File: src/rtl/lap_recall.sv
// lap_recall: lap-record store and read-back engine for the stopwatch path.
// Stores up to DEPTH split times (centiseconds) and converts a recalled entry
// into hours/minutes/seconds/centiseconds with a repeated-subtraction FSM.
// Optional feature macro: LAP_DELTA_EN (convert per-lap deltas instead of
// cumulative split times; adds one DELTA cycle to every conversion).
module lap_recall #(
    parameter int unsigned DEPTH = 10,
    parameter int unsigned CW    = 24
) (
    input  logic          clockSignal,
    input  logic          reset,
    input  logic          lapValid,
    input  logic [CW-1:0] lapCount,
    input  logic          clearLaps,
    input  logic          recallNext,
    output logic [3:0]    lapsStored,
    output logic          overflow,
    output logic          recallActive,
    output logic [3:0]    lapNumber,
    output logic [4:0]    hoursDisplay,
    output logic [5:0]    minutesDisplay,
    output logic [5:0]    secondsDisplay,
    output logic [6:0]    centisecondsDisplay,
    output logic          displayValid
);

    typedef enum logic [2:0] {
        S_IDLE,
        S_LOAD,
        S_DELTA,
        S_HRS,
        S_MIN,
        S_SEC,
        S_SHOW
    } state_t;

    localparam logic [CW-1:0] C_MAX = CW'(8639999);
    localparam logic [CW-1:0] C_HR  = CW'(360000);
    localparam logic [CW-1:0] C_MN  = CW'(6000);
    localparam logic [CW-1:0] C_SC  = CW'(100);

    logic [CW-1:0] r_store [DEPTH];
    logic          r_recallPrev;
    logic          r_edge;
    state_t        r_state;
    logic [3:0]    r_selIdx;
    logic [CW-1:0] r_work;
    logic [4:0]    r_h;
    logic [5:0]    r_m;
    logic [5:0]    r_s;

    logic          w_full;
    logic          w_accept;
    logic [3:0]    w_nextIdx;
    logic [CW-1:0] w_entry;

    function automatic logic [CW-1:0] f_sat(input logic [CW-1:0] v);
        return (v > C_MAX) ? C_MAX : v;
    endfunction

    assign w_full    = (lapsStored == 4'(DEPTH));
    // lapNumber is 1-based, so it already names the next 0-based entry
    assign w_nextIdx = (lapNumber < lapsStored) ? lapNumber : '0;
    assign w_accept  = r_edge && (lapsStored != '0) &&
                       ((r_state == S_IDLE) || (r_state == S_SHOW));
    assign w_entry   = r_store[r_selIdx];

`ifdef LAP_DELTA_EN
    logic [CW-1:0] r_sub;
    logic [3:0]    w_prevIdx;
    logic [CW-1:0] w_prevEntry;
    assign w_prevIdx   = (r_selIdx == '0) ? '0 : (r_selIdx - 4'd1);
    assign w_prevEntry = (r_selIdx == '0) ? '0 : r_store[w_prevIdx];
`endif

    // Store array: plain RAM-style write, contents need no reset
    always_ff @(posedge clockSignal) begin
        if (lapValid && !clearLaps && !w_full) begin
            r_store[lapsStored] <= lapCount;
        end
    end

    // Write-side bookkeeping: entry count and sticky overflow
    always_ff @(posedge clockSignal or posedge reset) begin
        if (reset) begin
            lapsStored <= '0;
            overflow   <= 1'b0;
        end else if (clearLaps) begin
            lapsStored <= '0;
            overflow   <= 1'b0;
        end else if (lapValid) begin
            if (w_full) begin
                overflow <= 1'b1;
            end else begin
                lapsStored <= lapsStored + 4'd1;
            end
        end
    end

    // Recall button rising-edge detector (registered one-cycle pulse)
    always_ff @(posedge clockSignal or posedge reset) begin
        if (reset) begin
            r_recallPrev <= 1'b0;
            r_edge       <= 1'b0;
        end else begin
            r_recallPrev <= recallNext;
            r_edge       <= recallNext & ~r_recallPrev;
        end
    end

    // Conversion FSM with registered display outputs
    always_ff @(posedge clockSignal or posedge reset) begin
        if (reset) begin
            r_state             <= S_IDLE;
            r_selIdx            <= '0;
            r_work              <= '0;
            r_h                 <= '0;
            r_m                 <= '0;
            r_s                 <= '0;
            recallActive        <= 1'b0;
            lapNumber           <= '0;
            hoursDisplay        <= '0;
            minutesDisplay      <= '0;
            secondsDisplay      <= '0;
            centisecondsDisplay <= '0;
            displayValid        <= 1'b0;
`ifdef LAP_DELTA_EN
            r_sub               <= '0;
`endif
        end else if (clearLaps) begin
            r_state             <= S_IDLE;
            r_selIdx            <= '0;
            r_work              <= '0;
            r_h                 <= '0;
            r_m                 <= '0;
            r_s                 <= '0;
            recallActive        <= 1'b0;
            lapNumber           <= '0;
            hoursDisplay        <= '0;
            minutesDisplay      <= '0;
            secondsDisplay      <= '0;
            centisecondsDisplay <= '0;
            displayValid        <= 1'b0;
`ifdef LAP_DELTA_EN
            r_sub               <= '0;
`endif
        end else begin
            case (r_state)
                S_IDLE, S_SHOW: begin
                    if (w_accept) begin
                        r_selIdx <= w_nextIdx;
                        r_state  <= S_LOAD;
                    end
                end
                S_LOAD: begin
                    r_h          <= '0;
                    r_m          <= '0;
                    r_s          <= '0;
                    displayValid <= 1'b0;
                    lapNumber    <= r_selIdx + 4'd1;
                    recallActive <= 1'b1;
`ifdef LAP_DELTA_EN
                    r_work  <= w_entry;
                    r_sub   <= w_prevEntry;
                    r_state <= S_DELTA;
`else
                    r_work  <= f_sat(w_entry);
                    r_state <= S_HRS;
`endif
                end
`ifdef LAP_DELTA_EN
                S_DELTA: begin
                    // non-monotonic splits clamp to zero rather than wrap
                    r_work  <= (r_work >= r_sub) ? f_sat(r_work - r_sub) : '0;
                    r_state <= S_HRS;
                end
`endif
                S_HRS: begin
                    if (r_work >= C_HR) begin
                        r_work <= r_work - C_HR;
                        r_h    <= r_h + 5'd1;
                    end else begin
                        r_state <= S_MIN;
                    end
                end
                S_MIN: begin
                    if (r_work >= C_MN) begin
                        r_work <= r_work - C_MN;
                        r_m    <= r_m + 6'd1;
                    end else begin
                        r_state <= S_SEC;
                    end
                end
                S_SEC: begin
                    if (r_work >= C_SC) begin
                        r_work <= r_work - C_SC;
                        r_s    <= r_s + 6'd1;
                    end else begin
                        hoursDisplay        <= r_h;
                        minutesDisplay      <= r_m;
                        secondsDisplay      <= r_s;
                        centisecondsDisplay <= 7'(r_work);
                        displayValid        <= 1'b1;
                        r_state             <= S_SHOW;
                    end
                end
                default: r_state <= S_IDLE;
            endcase
        end
    end

endmodule

File: config.mk
export PLATFORM = sky130hd
export DESIGN_NAME = lap_recall
export DESIGN_NICKNAME = d
export VERILOG_FILES = /design/src/rtl/lap_recall.sv
export SDC_FILE = /design/constraint.sdc
export NUM_CORES = 1
export LEC_CHECK = 0
export CAP_MARGIN = 20
export CELL_PAD_IN_SITES_DETAIL_PLACEMENT = 1
export CELL_PAD_IN_SITES_GLOBAL_PLACEMENT = 1
export CORE_UTILIZATION = 33
export CTS_CLUSTER_DIAMETER = 200
export DETAILED_ROUTE_END_ITERATION = 8
export GPL_ROUTABILITY_DRIVEN = 0
export PLACE_DENSITY_LB_ADDON = 0.1
export SLEW_MARGIN = 20
export SYNTH_ARGS = -nofsm -noshare
export SYNTH_HDL_FRONTEND = slang
export SYNTH_SLANG_ARGS = --single-unit
File: constraint.sdc
create_clock -name clockSignal -period 6.08 [get_ports clockSignal]
set_input_delay 1.216 -clock clockSignal [delete_from_list [all_inputs] [get_ports clockSignal]]
set_output_delay 1.216 -clock clockSignal [all_outputs]
set_load 0.02 [all_outputs]
==> results.txt, run 1 <==
* Status: complete, no violations
- In the final layout, the share of cells above drive strength 1 is 14.6%.
- Final Core Density: 38.8%
- Sequential Area: 9340 um2
- Post-Place Setup Slack: 2.22 ns
* Cell with the most instances after synthesis: sky130_fd_sc_hd__edfxtp_1
* Area occupied by multi-input gates: 5040 um2
* Worst Slack Setup Final: 2.43 ns
- WL/cell: 23.3 um
- After synthesis the cells add up to 14800 um2.
* Number of different library cells in the post-synthesis netlist: 75
- Based on the critical path, the design can be clocked at up to 274 MHz.
- TritonCTS built the clock tree.
- In this run the worst hold path is classified as reg -> reg.
* Routing usage on met2: 29.2%
* Setup repair after global routing missed its margin: false
- Starting DRT DRC Count: 494
* Clock slew at the register clock pins of the worst setup and hold paths: 0.06 ns
- The tree built by TritonCTS fans out to 325 sinks.
- Synthesized netlist cell count: 1053
* Number of ports placed on the die boundary: 64
* Die area: 45600 um2
* Leading post-synthesis cells by instance count: sky130_fd_sc_hd__edfxtp_1, sky130_fd_sc_hd__dfrtp_1, sky130_fd_sc_hd__nor2_1, sky130_fd_sc_hd__nand2_1, sky130_fd_sc_hd__a21oi_1
- Global-route wire length before repair: 61.9 mm
- Clock buffers created by TritonCTS: 38
- In this run the number of H-tree levels came out at 2.
* Number of port buffers: 63
- Setup violations remaining at the end of the flow were counted as 0.
* Synth async-reset ratio: 26.2%
* Worst hold slack after final layout: 0.471 ns
- Clock insertion delay at the later pin of the skew report: 0.57 ns
* Chip Height: 213 um
- met2 is the most crowded layer.
- The number of max-slew violations in the final report was 0.
- Once the clock tree was built, the setup fixing pass inserted 0 buffers.
* Placed wire-length estimate after detailed placement: 26.0 mm
- # rows: 77
- Using the TritonRoute via totals, the vias-per-cell ratio works out to 5.30.
* Worst slew margin: 36.5%
* Number of iterations in the first detailed-routing pass: 5
* Core area: 44100 um2
- After synthesis, the mean cell area works out to 14.0 um2.
- Summed over all layers, the routed wires come to 40.3 mm.
* Flip-flop cell with the highest count after synthesis: sky130_fd_sc_hd__edfxtp_1
- The critical path is of the reg -> reg type.
- At the pin with the least slew margin, the transition time is 0.950 ns.
- Endpoints failing hold: 0
- In this run, synthesis inferred 240 flip-flops with an integrated enable.
- Largest clock skew in the final design: 0.0195 ns
* Crit path time final: 3.65 ns
- Summing the sequential cell areas from Yosys gives 63.3% of the chip area.
- Setup TNS after final layout: 0 ns
- The net count of the finished layout is 1163.
* Root buffer selected by CTS: sky130_fd_sc_hd__clkbuf_16
- Counting the fill cells in the layout gives 4610.
- The die is 213 um wide.
- Number of routed nets with antenna violations: 0
- In the global route stage, met1 resource usage came out at 25.7%.
* Routed via count: 9181
- Total number of yosys warnings: 0
- Syn-to-layout area delta: 16.2%
- In this run the power density over the cells is 366 nW/um2.
- The initial utilization of the core area, before any placement, comes to 33.4%.
- Startpoint type of the worst setup path: flip-flop
- Top cell type by total area after synthesis: sky130_fd_sc_hd__edfxtp_1
- STA classifies the critical path endpoint as a flip-flop.
* Arrival time of data at the critical path endpoint: 4.09 ns
- Via count of the first global-routing pass: 9584
* Worst-case vdd ir drop: 212 uV
- Final worst path period share: 60.0%
* Leak Pwr: 5.86 nW
- In this run the worst path has a maximum fanout of 44.
- Deepest clock path buffer count: 3
- Entering global routing, the biggest net connects 49 pins.
- For met3 alone, demand over resource in global routing was 2.65%.
- Number of antenna diodes: 0
* Global-route usage over all layers: 18.3%
- Post-detailed-route DRC marker count: 0
- Top post-synthesis cells by area: sky130_fd_sc_hd__edfxtp_1, sky130_fd_sc_hd__dfrtp_1, sky130_fd_sc_hd__mux4_2
* CTS Hold Bufs: 0
- In this run, post-CTS repair resized a total of 0 instances.
- Max-cap violations in this run came to 0.
- Synthesis produced a netlist with a net count of 1101.
- The completed layout was analyzed and its total power is 6.28 mW.
- Register bit count reported by yosys: 325
* Proportion of netlist area held by the largest area contributor: 48.9%
- Critical path required time: 6.52 ns
- For this run the aggregate overflow at the end of global routing stands at 0.
- The initial antenna violation count came to 0.
## worst paths after layout
path	cells past startpoint	end	from	slack, ns
worst max register to register	8	r_work[9]	r_selIdx[0]	2.43
worst max-delay path	8	r_work[9]	r_selIdx[0]	2.43
min in group asynchronous	2	lapNumber[1]	reset	1.10
max in group asynchronous	3	r_recallPrev	reset	3.89
worst min register to register	1	r_edge	r_recallPrev	0.47
worst min-delay path	1	r_edge	r_recallPrev	0.47
## sequential cells by signal (all words and copies together) (netlist names), 5 cells and up
name and flops:
minutesDisplay 6, secondsDisplay 6, r_s 6, r_work 24
centisecondsDisplay 7, hoursDisplay 5, r_h 5, r_store 240
r_m 6
## power by group
| group | leakage, nW | internal, mW | switching (mW) | total [mW] |
|---|---|---|---|---|
| Clock | 0.551 | 1.20 | 0.913 | 2.12 |
| Combinational | 1.99 | 0.499 | 0.878 | 1.38 |
| Sequential | 3.32 | 2.50 | 0.288 | 2.79 |
## layout by cell type (no fill, tap or decap), drive strengths merged, types with 16 or more instances in the layout
cell / n
a21oi: 49
xor2: 25
dfrtp: 85
a211oi: 17
o21ai: 45
clkdlybuf4s50: 63
mux2i: 35
ha: 19
a22o: 43
buf: 26
edfxtp: 240
mux2: 28
nor2: 71
nand3: 17
nor3: 20
mux4: 33
nand2: 62
clkbuf: 49
nor2b: 16
## cell type report
class | count | share of cell area [%]
clock buffers | 49 | 5.79
clock inverters | 15 | 0.825
inverters | 15 | 0.336
multi-input cells | 646 | 29.4
flip-flops and latches | 325 | 54.5
well taps | 592 | 4.32
repair buffers | 89 | 4.82
## critical path, stage by stage, from the launching register on
cell                       delay [ns]
sky130_fd_sc_hd__dfrtp_4         0.82
sky130_fd_sc_hd__buf_4           0.67
sky130_fd_sc_hd__mux2i_1         0.16
sky130_fd_sc_hd__a22o_1          0.25
sky130_fd_sc_hd__o31ai_1         0.45
sky130_fd_sc_hd__a21oi_1         0.20
sky130_fd_sc_hd__a211oi_4        0.49
sky130_fd_sc_hd__nor2_4          0.15
sky130_fd_sc_hd__a221o_1         0.32
## cells by family after synthesis
| family | after synthesis | share of synthesized area [%] |
|---|---|---|
| adder cells (fa/ha/maj) | 19 | 1.61 |
| buffers and inverters | 82 | 2.94 |
| AO/OA/AOI/OAI | 247 | 11.9 |
| AND/OR/NAND/NOR | 247 | 8.41 |
| flip-flops | 325 | 63.3 |
| XOR/XNOR | 37 | 2.20 |
| multiplexers | 96 | 9.68 |
## layer usage
layer	part of all wire, %	wire length [um]	up-vias
met5	0	0	-
met4	2.4	964	0
met1	47	19100	4739
met3	3.3	1330	58
met2	47	18900	159
li1	-	-	4225
## stage by stage
stage               area (um2)  std cells
finish                   17100       1731
global route             17100       1731
CTS                      17100       1731
detailed placement       16000       1667
global placement         16000       1667
floorplan                14800       1053
(Power assumes the default switching activity.)
==> run 2, diff against run 1 <==
clock period = 3.3 ns   (was 6.08 ns; I/O delays follow)
==> run 2 against run 1 <==
  * Sequential power rose by 76%
  * Via count rose by 3.2%
  * Clock-buffer cell count fell by 2
  * Global-route usage rose by 0.83 points
  * Sequential cell count did not move
  * Critical endpoint is now r_work[5]
  * Largest cell class unchanged
==> results.txt, run 2 (synthesis results as in run 1) <==
- The proportion of power drawn by the clock network is 35.0% (+1.3 points).
- Chip Height: 213 um (unchanged)
- The number of placed instances, taps included came to 1724 (+3.4%).
- Remaining global-route overflow: 0 (unchanged)
- Type of the setup path with the least slack: reg -> reg
- Worst-path fanout max: 15 (-66%)
- Syn-to-layout area delta: 21.1%
- The aggregate negative setup slack is 0 ns (unchanged).
- Max frequency: 310 MHz (+13%)
* Final Core Density: 40.5% (+1.7 points)
* Max stage delay cell, worst path: sky130_fd_sc_hd__dfrtp_4
* Die area: 45600 um2 (unchanged)
* Nets: 1222 (+5.1%)
- The worst-case setup slack after placement was 0.0818 ns (-2.14 ns).
- Clock buffers created by TritonCTS: 39 (+2.6%)
* Worst slew margin: 44.2% (+7.7 points)
- The fraction of power spent switching nets is 31.9% (-1.2 points).
- Final worst path period share: 97.8% (+38 points)
- The initial antenna violation count came to 1 (+1).
* Worst hold slack after final layout: 0.405 ns (-0.0662 ns)
- Clock insertion delay at the later pin of the skew report: 0.56 ns (about the same)
- The number of max-slew violations in the final report was 0 (unchanged).
- Most flops, register: r_store
- Largest clock skew in the final design: 0.0141 ns (-0.00533 ns)
* Top library cells by usage in the layout, fill and taps aside: sky130_fd_sc_hd__edfxtp_1, sky130_fd_sc_hd__dfrtp_1, sky130_fd_sc_hd__buf_4
- In this run the most critical hold path is launched from clearLaps.
- Cell Int Power: 8.41 mW (+100%)
* Global-route wire length before repair: 64.3 mm (+4.0%)
* Post-layout instance count excluding filler cells: 1787 (+3.2%)
* # rows: 77 (unchanged)
- The maximum number of pins on one net before global-route repair is 37 (-24%).
- The tightest min-delay check is of the in -> reg type.
* Buffers & Inverters on Critical Path: 0 (-1)
- The least setup slack across all paths after layout came to 0.0737 ns (-2.36 ns).
- Number of filler cells placed in the layout: 4571 (-0.85%)
- The antenna violation net count after detailed routing was 0 (unchanged).
- Relative contribution of sequential cells to total power: 39.6% (-4.8 points)
* Arrival time of data at the critical path endpoint: 3.64 ns (-0.45 ns)
* Crit path top cell by count: sky130_fd_sc_hd__nor4_1
- The library cell used most frequently in the layout, excluding fill and tap cells, is sky130_fd_sc_hd__edfxtp_1.
- The share of layout cells above drive strength 1 was 19.4% (+4.8 points).
* Leak Pwr: 6.23 nW (+6.4%)
- Via count of the first global-routing pass: 10.1k (+5.4%)
- STA classifies the critical path startpoint as a flip-flop.
- P per Cell Area: 692 nW/um2 (+89%)
- TritonCTS built the clock tree.
* Number of iterations in the first detailed-routing pass: 5 (unchanged)
* Critical path required time: 3.71 ns (-2.81 ns)
* Total power draw: 12.4 mW (+97%)
- Number of ports placed on the die boundary: 64 (unchanged)
- Endpoints failing hold: 0 (unchanged)
* Biggest regs: r_store (240), r_work (24), centisecondsDisplay (7)
* Effective utilization at floorplan: 33.4% (unchanged)
- The final critical-path required period came to 3.23 ns (-0.421 ns).
- Routed via count: 9473 (+3.2%)
- The combinational fraction of design power came to 25.3% (+3.4 points).
* Number of antenna diodes: 0 (unchanged)
- Clock H-tree levels: 2 (unchanged)
* Root buffer selected by CTS: sky130_fd_sc_hd__clkbuf_16
- The measured slew at the worst slew-check pin was 0.836 ns (-0.115 ns).
* Count of maximum capacitance violations: 0 (unchanged)
* Placed wire-length estimate after detailed placement: 27.4 mm (+5.1%)
- Startpoint of the most critical setup path: r_selIdx[0]
- The number of input and output port buffers inserted was 63 (unchanged).
* Clock slew at the register clock pins of the worst setup and hold paths: 0.06 ns (about the same)
- Area after detailed placement: 16600 um2 (+3.6%)
- Number of endpoints failing setup at the final stage: 0 (unchanged)
- Crit path cell chain: mux4_1 > a22oi_1 > nand2_1 > nor4_1 > a21oi_4 > nor4_1 > o41ai_1
- The routed via count divided by cell count was 5.30 (about the same).
- The maximum number of buffers from clock root to sink was 3 (unchanged).
* Global-route usage over all layers: 19.1% (+0.83 points)
* Detailed-route wire length: 42.1 mm (+4.3%)
- The net switching power of the design is 3.95 mW (+90%).
- Die span in x: 213 um (unchanged)
- The run finished with clean final reports.
- The flip-flop count of the largest register after layout was 240 (unchanged).
- Cell family contributing the most delay on the critical path: simple AND/OR/NAND/NOR gates
- Post-detailed-route DRC marker count: 0 (unchanged)
* Core area: 44100 um2 (unchanged)
* Area of all placed cells without fillers: 17900 um2 (+4.3%)
- Starting DRT DRC Count: 500 (+1.2%)
- Type of destination of the critical path: flip-flop
- The worst-case vdd ir drop is 374 uV (+76%).
* WL/cell: 23.6 um (+1.1%)
- The startpoint identified for the worst register-to-register timing path is r_selIdx[0].
- Delay of the slowest cell on the worst path: 0.64 ns (-0.18 ns)
- The total clock sinks was 325 (unchanged).
[run 2: changes by cell type in the layout (fill, tap and decap cells not counted), moves of 2 or more]
cell,delta
sky130_fd_sc_hd__clkbuf_1,-5
sky130_fd_sc_hd__buf_4,+47
sky130_fd_sc_hd__buf_12,+10
sky130_fd_sc_hd__nor3_4,+3
sky130_fd_sc_hd__bufinv_16,+4
sky130_fd_sc_hd__clkinv_1,-3
sky130_fd_sc_hd__clkinv_2,-3
sky130_fd_sc_hd__nor3_2,-3
sky130_fd_sc_hd__clkbuf_8,+2
[run 2: worst paths after layout]
check / end / slack (ns) / cells after the start
worst max-delay path: r_work[5] / 0.07 / 7
worst min-delay path: r_h[1] / 0.40 / 2
worst max register to register: r_work[5] / 0.07 / 7
worst min register to register: displayValid / 0.47 / 1
max in group asynchronous: r_h[2] / 2.14 / 3
min in group asynchronous: overflow / 0.53 / 2
[run 2: repair_timing]
| item | 4_1_cts | 5_1_grt |
|---|---|---|
| setup buffers | 0 | 1 |
| setup endpoints to repair | 0 | 18 |
| hold buffers | 0 | 0 |
| resized for setup | 0 | 3 |
[run 2: final cells by class]
class | count | area, um2 | share of cell area [%]
clock inverter | 15 | 233 | 1.30
tap | 592 | 741 | 4.15
inverter | 15 | 57.6 | 0.322
multi-input combinational | 646 | 5080 | 28.4
timing repair buffer | 147 | 1390 | 7.77
clock buffer | 47 | 1030 | 5.74
sequential | 325 | 9340 | 52.3
[run 2: routing by layer]
layer / vias up / share of wire, % / track usage, %
li1: 4343 / - / -
met1: 4908 / 48 / 26.9
met2: 168 / 47 / 30.7
met3: 54 / 3.3 / 2.48
met4: 0 / 2.2 / 6.28
met5: - / 0 / 0
[run 2: power groups by stage]
stage | clock network (mW) | registers (mW) | logic [mW]
finish | 4.33 | 4.90 | 3.13
global route | 4.61 | 4.93 | 3.41
CTS | 4.49 | 4.89 | 3.12
detailed placement | 0 | 4.97 | 3.10
global placement | 0 | 4.97 | 3.08
floorplan | 0 | 4.84 | 1.92
==> run 3, diff against run 2 <==
CORE_UTILIZATION = 37   (was 33)
==> run 3 against run 2 <==
  * Setup slack improved by 0.18 ns
  * Global-route usage rose by 0.96 points
  * Via count is 1.2% lower
  * Sequential share of layout area increased by 0.51 points
  * Combinational power shrank 2%
  * Power decreased by 2.1%
  * Highest routed layer unchanged
==> results.txt, run 3 (synthesis results as in run 1) <==
- The run finished with clean final reports.
* Ratio of cells with drive above 1 in the final layout: 18.6% (-0.85 points)
- Setup TNS after final layout: 0 ns (unchanged)
- The number of DRC violations after detailed routing came to 0 (unchanged).
- The total routed wirelength came to 39.9 mm (-5.3%).
- The worst-case setup slack after placement came to 0.289 ns (+0.207 ns).
- The area occupied by multi-input gates was 5070 um2 (-0.27%).
* CTS Hold Bufs: 0 (unchanged)
* Number of port buffers: 63 (unchanged)
* Effective utilization at floorplan: 37.8% (+4.4 points)
- Final Core Density: 45.4% (+4.9 points)
* Root buffer selected by CTS: sky130_fd_sc_hd__clkbuf_16
- Max stage delay cell, worst path: sky130_fd_sc_hd__dfrtp_4
- Starting DRT DRC Count: 513 (+2.6%)
- Cells on worst reg2reg path: 7 (unchanged)
- # rows: 72 (-6.5%)
- The worst setup path is launched from a flip-flop.
* Clock slew at the register clock pins of the worst setup and hold paths: 0.06 ns (about the same)
- The measured slew at the worst slew-check pin is 0.795 ns (-0.0409 ns).
- The combined global-route utilization of all metal layers came to 20.1% (+0.96 points).
- The worst hold path belongs to the class reg -> reg.
- The total power divided by cell area was 684 nW/um2 (-1.2%).
- The horizontal die dimension was 202 um (-5.5%).
- The average detailed-routed wire length per instance came to 23.3 um (-1.2%).
- The number of max-capacitance violations reported was 0 (unchanged).
- The power consumption was 12.1 mW (-2.1%).
* Number of ports placed on the die boundary: 64 (unchanged)
* Via-to-Cell Ratio: 5.46 (+3.0%)
- Largest clock skew in the final design: 0.0188 ns (+0.00464 ns)
- Post-layout instance count excluding filler cells: 1714 (-4.1%)
- Crit path top cell by count: sky130_fd_sc_hd__nor4_1
* Clock insertion delay at the later pin of the skew report: 0.56 ns (about the same)
* Antenna violations before repair: 0 (-1)
* Buffers inserted during post-CTS setup optimization: 0 (unchanged)
- Endpoints failing hold: 0 (unchanged)
- Core area: 39000 um2 (-12%)
- Clock buffers created by TritonCTS: 37 (-5.1%)
- Biggest regs: r_store (240), r_work (24), centisecondsDisplay (7)
* Number of endpoints failing setup at the final stage: 0 (unchanged)
- Setup repair after global routing left no endpoint under its margin.
* Nets: 1215 (-0.57%)
- The largest fanout of any net on the critical path came to 22 (+7).
- The total clock sinks was 325 (unchanged).
- The floorplan die area came to 40700 um2 (-11%).
- Leak Pwr: 6.19 nW (-0.73%)
- The total via count after detailed routing was 9360 (-1.2%).
- The die height came to 202 um (-5.5%).
- The least setup slack across all paths after layout is 0.250 ns (+0.176 ns).
- The post-cts resize count came to 0 (unchanged).
- Most flops, register: r_store
- Crit path time final: 3.05 ns (-0.176 ns)
* CTS tree: yes
* Global-route wire length before repair: 61.9 mm (-3.8%)
* Pin count of the biggest net entering global routing: 49 (+32%)
- The worst hold-check slack came to 0.407 ns (+0.00193 ns).
- The storage element area came to 9340 um2 (unchanged).
- Leaving out fill and tap cells, the most frequent cell in the layout is sky130_fd_sc_hd__edfxtp_1.
- The critical path is of the reg -> reg type.
- The number of antenna repair diodes is 0 (unchanged).
- Arrival time of data at the critical path endpoint: 3.47 ns (-0.17 ns)
- The number of optimization iterations in the first detailed-route pass was 5 (unchanged).
- Max frequency: 328 MHz (+5.8%)
* Placed wire-length estimate after detailed placement: 26.3 mm (-3.9%)
- The required time of the worst setup path is 3.72 ns (about the same).
- The final instance area was 17700 um2 (-0.96%).
* Worst slew margin: 46.8% (+2.6 points)
* Depth of the worst hold-timing path: 1 (-1)
- The longest individual stage delay on the worst path is 0.68 ns (+0.04 ns).
* Area after detailed placement: 16500 um2 (-0.63%)
- Type of destination of the critical path: flip-flop
- Crit path cell chain: mux4_1 > a22oi_1 > nand2_1 > nor4_1 > a21oi_2 > nor4_1 > o21ai_0
- Final worst path period share: 92.4% (-5.3 points)
* Placed Cells incl. Taps: 1646 (-4.5%)
- The maximum level of the CTS H-tree was 2 (unchanged).
- Relative to the synthesized area, the layout overhead comes to 20.0%.
- The top cell types in the final layout, fill and taps aside, are sky130_fd_sc_hd__edfxtp_1, sky130_fd_sc_hd__dfrtp_1, sky130_fd_sc_hd__buf_4.
* Number of filler cells placed in the layout: 3949 (-14%)
- The flip-flop count of the largest register after layout was 240 (unchanged).
- The worst-case vdd ir drop came to 449 uV (+20%).
- The antenna violation net count after detailed routing was 0 (unchanged).
* Max-slew violation count: 0 (unchanged)
* Deepest clock path buffer count: 3 (unchanged)
- The overflow left after global routing is 0 (unchanged).
- The via count of the first global-routing pass was 9895 (-2.0%).
==> run 3: changes by cell type in the layout (fill, tap and decap cells not counted), sizes merged <==
cell	before	now
clkinv	6	14
inv	17	14
clkdlybuf4s50	62	63
clkbuf	47	51
bufinv	5	3
clkinvlp	2	1
buf	85	79
==> run 3: layout make-up <==
class	instances	share of cell area [%]
inverter	15	0.325
sequential	325	52.8
clock buffer	51	5.88
timing repair buffer	142	7.69
clock inverter	17	1.03
multi-input combinational	646	28.6
tap	518	3.66
==> run 3: worst max-delay path, delay by kind of cell (launching register included) <==
kind | cells | cell delay (ns)
simple gates | 3 | 1.02
flops | 1 | 0.68
mux | 1 | 0.63
compound gates | 3 | 0.56
==> run 3: worst paths after layout <==
check                              from                     end  slack [ns]
max                         r_selIdx[0]               r_work[2]        0.25
min                        r_recallPrev                  r_edge        0.41
max reg2reg                 r_selIdx[0]               r_work[2]        0.25
min reg2reg                r_recallPrev                  r_edge        0.41
max in group asynchronous         reset  centisecondsDisplay[2]        1.96
min in group asynchronous         reset           lapsStored[3]        0.47
==> run 3: report_power, final <==
part | internal [mW] | switching, mW
clock | 2.45 | 1.66
combinational | 1.18 | 1.89
sequential | 4.61 | 0.300
==> run 3: per-layer routing <==
layer	part of all wire (%)	wire length, um	global-route usage [%]
met1	47	18800	28.2
met3	3.7	1460	3.30
met5	0	0	0
met4	2.0	801	5.90
met2	47	18800	32.1
